## config.mk

```make
export PLATFORM = sky130hd
export DESIGN_NAME = a2d_arbiter
export DESIGN_NICKNAME = d
export VERILOG_FILES = /design/src/rtl/a2d_arb_pkg.sv /design/src/rtl/a2d_arbiter.sv
export SDC_FILE = /design/constraint.sdc
export NUM_CORES = 1
export LEC_CHECK = 0
export ABC_AREA = 1
export CAP_MARGIN = 10
export CORE_MARGIN = 4
export CORE_UTILIZATION = 50
export CTS_BUF_LIST = sky130_fd_sc_hd__clkbuf_8
export DETAILED_ROUTE_END_ITERATION = 16
export PLACE_DENSITY_LB_ADDON = 0.25
export SYNTH_ARGS = -nofsm -noshare
export SYNTH_HDL_FRONTEND = slang
export SYNTH_SLANG_ARGS = --single-unit
```

## constraint.sdc

```tcl
create_clock -name clk -period 2.8 [get_ports clk]
set_clock_uncertainty 0.05 [all_clocks]
set_input_delay 0.42 -clock clk [delete_from_list [all_inputs] [get_ports clk]]
set_output_delay 0.42 -clock clk [all_outputs]
set_load 0.03 [all_outputs]
```

## src/rtl/a2d_arb_pkg.sv

```systemverilog
// Shared types for the A2D arbiter: FSM state encoding, owner encoding and
// the fixed-priority/starvation winner selection.
package a2d_arb_pkg;

  typedef enum logic [1:0] {
    IDLE  = 2'd0,
    START = 2'd1,
    BUSY  = 2'd2,
    DONE  = 2'd3
  } arb_state_e;

  typedef enum logic {
    OWN_MC   = 1'b0,
    OWN_BATT = 1'b1
  } owner_e;

  // Requester 0 wins ties unless requester 1 has been starved out.
  function automatic owner_e pick_owner(logic r0, logic r1, logic starved);
    if (r1 && (!r0 || starved)) return OWN_BATT;
    return OWN_MC;
  endfunction

endpackage

```

## src/rtl/a2d_arbiter.sv

```systemverilog
// a2d_arbiter: shares one A2D converter between the motion controller
// (req0, high priority) and the battery monitor (req1). Fixed priority with a
// starvation guard, plus a watchdog that aborts a conversion whose cnv_cmplt
// never arrives.
//   clk, rst_n            : clock, async active-low reset
//   req0/1, chnnl0/1      : requests and requested channels (sampled at grant)
//   gnt0/1, cmplt0/1, err : owner indication, done pulse, timeout flag
//   res                   : result to owner, valid in DONE and held afterwards
//   strt_cnv, chnnl       : start pulse and channel to the A2D
//   cnv_cmplt, A2D_res    : conversion done pulse and result from the A2D
module a2d_arbiter
  import a2d_arb_pkg::*;
#(
  parameter int unsigned TIMEOUT    = 1024,
  parameter int unsigned STARVE_LIM = 4
) (
  input  logic        clk,
  input  logic        rst_n,
  input  logic        req0,
  input  logic        req1,
  input  logic [2:0]  chnnl0,
  input  logic [2:0]  chnnl1,
  output logic        gnt0,
  output logic        gnt1,
  output logic        cmplt0,
  output logic        cmplt1,
  output logic        err,
  output logic [11:0] res,
  output logic        strt_cnv,
  output logic [2:0]  chnnl,
  input  logic        cnv_cmplt,
  input  logic [11:0] A2D_res
);

  localparam int unsigned TMO_W = $clog2(TIMEOUT);
  localparam int unsigned SV_W  = $clog2(STARVE_LIM + 1);

  arb_state_e        state_q, state_d;
  owner_e            owner_q, owner_d;
  logic [TMO_W-1:0]  tmo_q, tmo_d;
  logic [SV_W-1:0]   starve_q, starve_d;
  logic [2:0]        chnnl_q, chnnl_d;
  logic [11:0]       res_q, res_d;
  logic              strt_q, strt_d;
  logic              gnt0_q, gnt0_d;
  logic              gnt1_q, gnt1_d;
  logic              cmplt0_q, cmplt0_d;
  logic              cmplt1_q, cmplt1_d;
  logic              err_q, err_d;
  owner_e            win;

  // Next-state and registered-output logic.
  always_comb begin
    state_d  = state_q;
    owner_d  = owner_q;
    tmo_d    = tmo_q;
    starve_d = starve_q;
    chnnl_d  = chnnl_q;
    res_d    = res_q;
    strt_d   = 1'b0;
    gnt0_d   = gnt0_q;
    gnt1_d   = gnt1_q;
    cmplt0_d = 1'b0;
    cmplt1_d = 1'b0;
    err_d    = 1'b0;
    win      = OWN_MC;

    case (state_q)
      IDLE: begin
        if (req0 || req1) begin
          win     = pick_owner(req0, req1, starve_q == SV_W'(STARVE_LIM));
          owner_d = win;
          chnnl_d = (win == OWN_BATT) ? chnnl1 : chnnl0;
          if (win == OWN_BATT) begin
            starve_d = '0;
          end else if (req1 && (starve_q != SV_W'(STARVE_LIM))) begin
            starve_d = SV_W'(starve_q + 1'b1);
          end
          strt_d  = 1'b1;
          gnt0_d  = (win == OWN_MC);
          gnt1_d  = (win == OWN_BATT);
          state_d = START;
        end
      end

      START: begin
        tmo_d   = '0;
        state_d = BUSY;
      end

      BUSY: begin
        // A completion on the same edge as the timeout takes precedence.
        if (cnv_cmplt) begin
          res_d    = A2D_res;
          cmplt0_d = (owner_q == OWN_MC);
          cmplt1_d = (owner_q == OWN_BATT);
          state_d  = DONE;
        end else if (tmo_q == TMO_W'(TIMEOUT - 1)) begin
          res_d    = 12'h000;
          err_d    = 1'b1;
          cmplt0_d = (owner_q == OWN_MC);
          cmplt1_d = (owner_q == OWN_BATT);
          state_d  = DONE;
        end else begin
          tmo_d = TMO_W'(tmo_q + 1'b1);
        end
      end

      DONE: begin
        gnt0_d  = 1'b0;
        gnt1_d  = 1'b0;
        state_d = IDLE;
      end

      default: begin
        gnt0_d  = 1'b0;
        gnt1_d  = 1'b0;
        state_d = IDLE;
      end
    endcase
  end

  // State and output registers.
  always_ff @(posedge clk or negedge rst_n) begin
    if (!rst_n) begin
      state_q  <= IDLE;
      owner_q  <= OWN_MC;
      tmo_q    <= '0;
      starve_q <= '0;
      chnnl_q  <= 3'b000;
      res_q    <= 12'h000;
      strt_q   <= 1'b0;
      gnt0_q   <= 1'b0;
      gnt1_q   <= 1'b0;
      cmplt0_q <= 1'b0;
      cmplt1_q <= 1'b0;
      err_q    <= 1'b0;
    end else begin
      state_q  <= state_d;
      owner_q  <= owner_d;
      tmo_q    <= tmo_d;
      starve_q <= starve_d;
      chnnl_q  <= chnnl_d;
      res_q    <= res_d;
      strt_q   <= strt_d;
      gnt0_q   <= gnt0_d;
      gnt1_q   <= gnt1_d;
      cmplt0_q <= cmplt0_d;
      cmplt1_q <= cmplt1_d;
      err_q    <= err_d;
    end
  end

  assign gnt0     = gnt0_q;
  assign gnt1     = gnt1_q;
  assign cmplt0   = cmplt0_q;
  assign cmplt1   = cmplt1_q;
  assign err      = err_q;
  assign res      = res_q;
  assign strt_cnv = strt_q;
  assign chnnl    = chnnl_q;

endmodule

```

==> out/results.ini <==
[setup_path]
cp-start-kind = flop
critical_path.max_fanout = 20
ff2ff_path_depth = 7
critical_path.reg2reg.endpoint = tmo_q[0]
worst_ep_arrival_time_ns = 1.91
crit_type = flop to flop
r2r-start = state_q[0]
reg2reg_slack_ns = 1.00
critPathCaptureType = flop
worstPathRequired_ns = 2.91

[synth]
yosys-top-cells-area = sky130_fd_sc_hd__dfrtp_1, sky130_fd_sc_hd__nand2_1, sky130_fd_sc_hd__ha_1, sky130_fd_sc_hd__nand3_1, sky130_fd_sc_hd__inv_1
synth_cell_types = 27
synth_top_area_share_pct = 50.00
dominant_combinational_cell_family_by_area_after_synthesis = simple AND/OR/NAND/NOR gates
synth_simple_gate_area_share_pct = 29.73
fraction_of_the_mapped_netlist_area_in_compound_gates_pct = 5.743
synth-seq-area-share_pct = 50.00
syn-num-nets = 248
synth-adder-area-share_pct = 5.405
synthesis.yosys.warnings = 0
cell_type_contributing_the_most_total_cell_area_after_synthesis = sky130_fd_sc_hd__dfrtp_1
syn_avg_cell_area_um2 = 8.534
number_of_standard_cells_after_synthesis = 217
ffs_latches_synth = 37
yosys.area_share.xor_xnor_pct = 2.365
post_synthesis_cell_area_um2 = 1852
synth.area.mux_share_pct = 0

[sta]
finalSetupViolations = 0
period_needed_ns = 1.798
worst_pin_slew_ns = 0.7885
report.final.hold_viol_count = 0
rsz_0062_raised_after_global_routing = no
max_freq_mhz = 556.1
setup_tns_ns = 0
slew_viol_final = 0
min_period_over_period_pct = 64.22
maxSlewHeadroom_pct = 47.43

[global_routing]
grt_util_all_layers_pct = 17.67
grt_use_met1_pct = 20.94
global_route_layer_with_the_greatest_usage = met2
grt_start_max_net_pins = 38
global_route.overflow_total = 0
grt_first_pass_wirelength_um = 5996
globalRouteMet3Util_pct = 6.159
use_met2_pct = 28.57
grt_pass1_vias = 1396
number_of_antenna_violations_at_the_first_check_in_global_routing = 0

[clock_tree]
holdBufCountCts = 0
clkSlewWorstSetupHoldPaths_ns = 0.07
clock-root-buffer = sky130_fd_sc_hd__clkbuf_8
htree_levels = 2
postCtsSetupBuffers = 0
total_cts_buffers = 5
cts_max_path_buffers = 2
tritoncts_num_sinks = 37
post_cts.resized_instances = 0
clk_latency_ns = 0.29
clock_tree_from_tritoncts = done

[power_and_ir_drop]
fraction_of_power_spent_switching_nets_pct = 41.27
seq_power_share_pct = 36.6
powerDensity_nw_per_um2 = 944.9
net-switching-power_w = 0.0009289
cellLeakagePower_nw = 1.174
power.share.combinational_pct = 46.9
p_int_w = 0.001322
ir_drop_v = 0.0004593
power.share.clock_pct = 16.6

[route]
avgRoutedWirePerCell_um = 11.44
iteration_count_of_the_initial_detailed_routing_pass = 4
vias_after_detailed_routing = 1477
drt_drc_violations_left = 0
detail_route.wirelength_um = 3525
via_per_inst = 4.795
antenna_viol_nets_final = 0
drt-initial-drc-count = 49

[floorplan]
floorplan.die.width_um = 68.86
fp.dieArea_um2 = 4741
dieHeight_um = 68.86
initial_utilization_pct = 53.80
num_io_pins = 44
fp-row-count = 21
core-area_um2 = 3442

[cells_and_area]
areaGrowthSynthToFinish_pct = 28.65
finalInstanceArea_um2 = 2382
layout.filler_cells = 278
final-seq-area_um2 = 925.9
nNetsFinal = 293
diode_insertion_count_for_antenna_repair = 0
layout-drive-gt1-share_pct = 9.542
multi_input_area_um2 = 800.8

[place]
dpl.hpwl_um = 2590
placed_cell_area_um2 = 2292
place_congestion = 0.8067
numPortBuffers = 43

[run]
drv_cap = 0

[hold_path]
min_path_type = primary input to async pin

[outcome]
run_status = completed

[stage by stage]
stage,hold WS [ns],utilization (%),cells,setup slack (ns),power [W]
global route,0.2292,69.21,308,0.8511,0.002436
CTS,0.1921,69.21,308,0.9904,0.002279
finish,0.1618,69.21,308,1.002,0.002251
global placement,0.3698,66.59,301,0.9670,0.001874
floorplan,0.07441,-,217,1.331,0.001525
detailed placement,0.3742,66.59,301,0.9022,0.001900
[routing by layer]
| layer | vias up | share of wire, % |
|---|---|---|
| li1 | 766 | - |
| met1 | 668 | 45 |
| met2 | 36 | 46 |
| met3 | 7 | 6.5 |
| met4 | 0 | 2.0 |
| met5 | - | 0 |
[layout make-up]
| class | instances | share of cell area [%] |
|---|---|---|
| sequential | 37 | 38.87 |
| multi-input combinational | 153 | 33.61 |
| timing repair buffer | 43 | 17.86 |
| clock buffer | 6 | 3.466 |
| inverter | 22 | 3.466 |
| tap | 46 | 2.416 |
| clock inverter | 1 | 0.3151 |
[cell families (layout without fill, tap and decap cells)]
logic type,count (synthesis),in the layout
simple gates,120,120
flops,37,37
buf+inv,27,72
compound gates,20,20
fa+ha+maj,8,8
xor+xnor,5,5
[power groups by stage]
stage               Clock [W]  Combinational (W)  Sequential [W]
floorplan                   0           0.000448         0.00108
global placement            0            0.00104        0.000829
detailed placement          0            0.00107        0.000833
CTS                  0.000385            0.00107        0.000825
global route         0.000421            0.00116        0.000851
finish               0.000373            0.00105        0.000823
[placed cells by master (no fill, tap or decap)]
| master | instances |
|---|---|
| sky130_fd_sc_hd__or2_2 | 1 |
| sky130_fd_sc_hd__o22ai_1 | 2 |
| sky130_fd_sc_hd__nor2_4 | 2 |
| sky130_fd_sc_hd__o21ai_0 | 12 |
| sky130_fd_sc_hd__nor3_1 | 1 |
| sky130_fd_sc_hd__nor2_1 | 6 |
| sky130_fd_sc_hd__o21ai_2 | 1 |
| sky130_fd_sc_hd__o21ai_1 | 1 |
| sky130_fd_sc_hd__clkinv_1 | 1 |
| sky130_fd_sc_hd__inv_2 | 1 |
| sky130_fd_sc_hd__nand3b_1 | 1 |
| sky130_fd_sc_hd__nand3_4 | 1 |
| sky130_fd_sc_hd__nand3_1 | 19 |
| sky130_fd_sc_hd__ha_1 | 8 |
| sky130_fd_sc_hd__inv_1 | 20 |
| sky130_fd_sc_hd__buf_2 | 1 |
| sky130_fd_sc_hd__nand2_4 | 2 |
| sky130_fd_sc_hd__clkbuf_8 | 6 |
| sky130_fd_sc_hd__clkdlybuf4s50_1 | 42 |
| sky130_fd_sc_hd__xor2_1 | 3 |
| sky130_fd_sc_hd__nor2_2 | 2 |
| sky130_fd_sc_hd__clkinvlp_4 | 1 |
| sky130_fd_sc_hd__nand4_1 | 1 |
| sky130_fd_sc_hd__xnor2_1 | 2 |
| sky130_fd_sc_hd__a21oi_1 | 4 |
| sky130_fd_sc_hd__dfrtp_1 | 37 |
| sky130_fd_sc_hd__nand2_1 | 77 |
| sky130_fd_sc_hd__nand2_2 | 7 |
[synth_stat cells (all sizes together)]
master / count
a21oi: 4
buf: 4
clkbuf: 1
clkinv: 1
dfrtp: 37
ha: 8
inv: 21
nand2: 86
nand3: 20
nand3b: 1
nand4: 1
nor2: 10
nor3: 1
o21ai: 14
o22ai: 2
or2: 1
xnor2: 2
xor2: 3
[how the worst max path moves through the flow]
stage / from / slack, ns / end
after global placement: req0 / 0.97 / chnnl[2]
after detailed placement: req0 / 0.90 / chnnl[0]
final: state_q[0] / 1.00 / tmo_q[0]
after global routing: state_q[0] / 0.85 / tmo_q[0]
after CTS: gnt1 / 0.99 / gnt1
after floorplan: state_q[0] / 1.33 / tmo_q[0]
[registers in the layout, summed over array words and instances, names as in the netlist]
| signal | cells |
|---|---|
| gnt1 | 1 |
| res | 12 |
| err | 1 |
| gnt0 | 1 |
| state_q | 2 |
| strt_cnv | 1 |
| owner_q | 1 |
| cmplt0 | 1 |
| chnnl | 3 |
| tmo_q | 10 |
| cmplt1 | 1 |
| starve_q | 3 |
[worst max-delay path, cell delays in order, from the launching register on]
cell and delay [ns]:
sky130_fd_sc_hd__dfrtp_1 0.42, sky130_fd_sc_hd__inv_1 0.13, sky130_fd_sc_hd__ha_1 0.28, sky130_fd_sc_hd__inv_1 0.11, sky130_fd_sc_hd__nor2_1 0.19, sky130_fd_sc_hd__nand2_2 0.26, sky130_fd_sc_hd__nand3_1 0.13, sky130_fd_sc_hd__o21ai_0 0.10
Note: power is estimated with default switching activity, not from simulation.
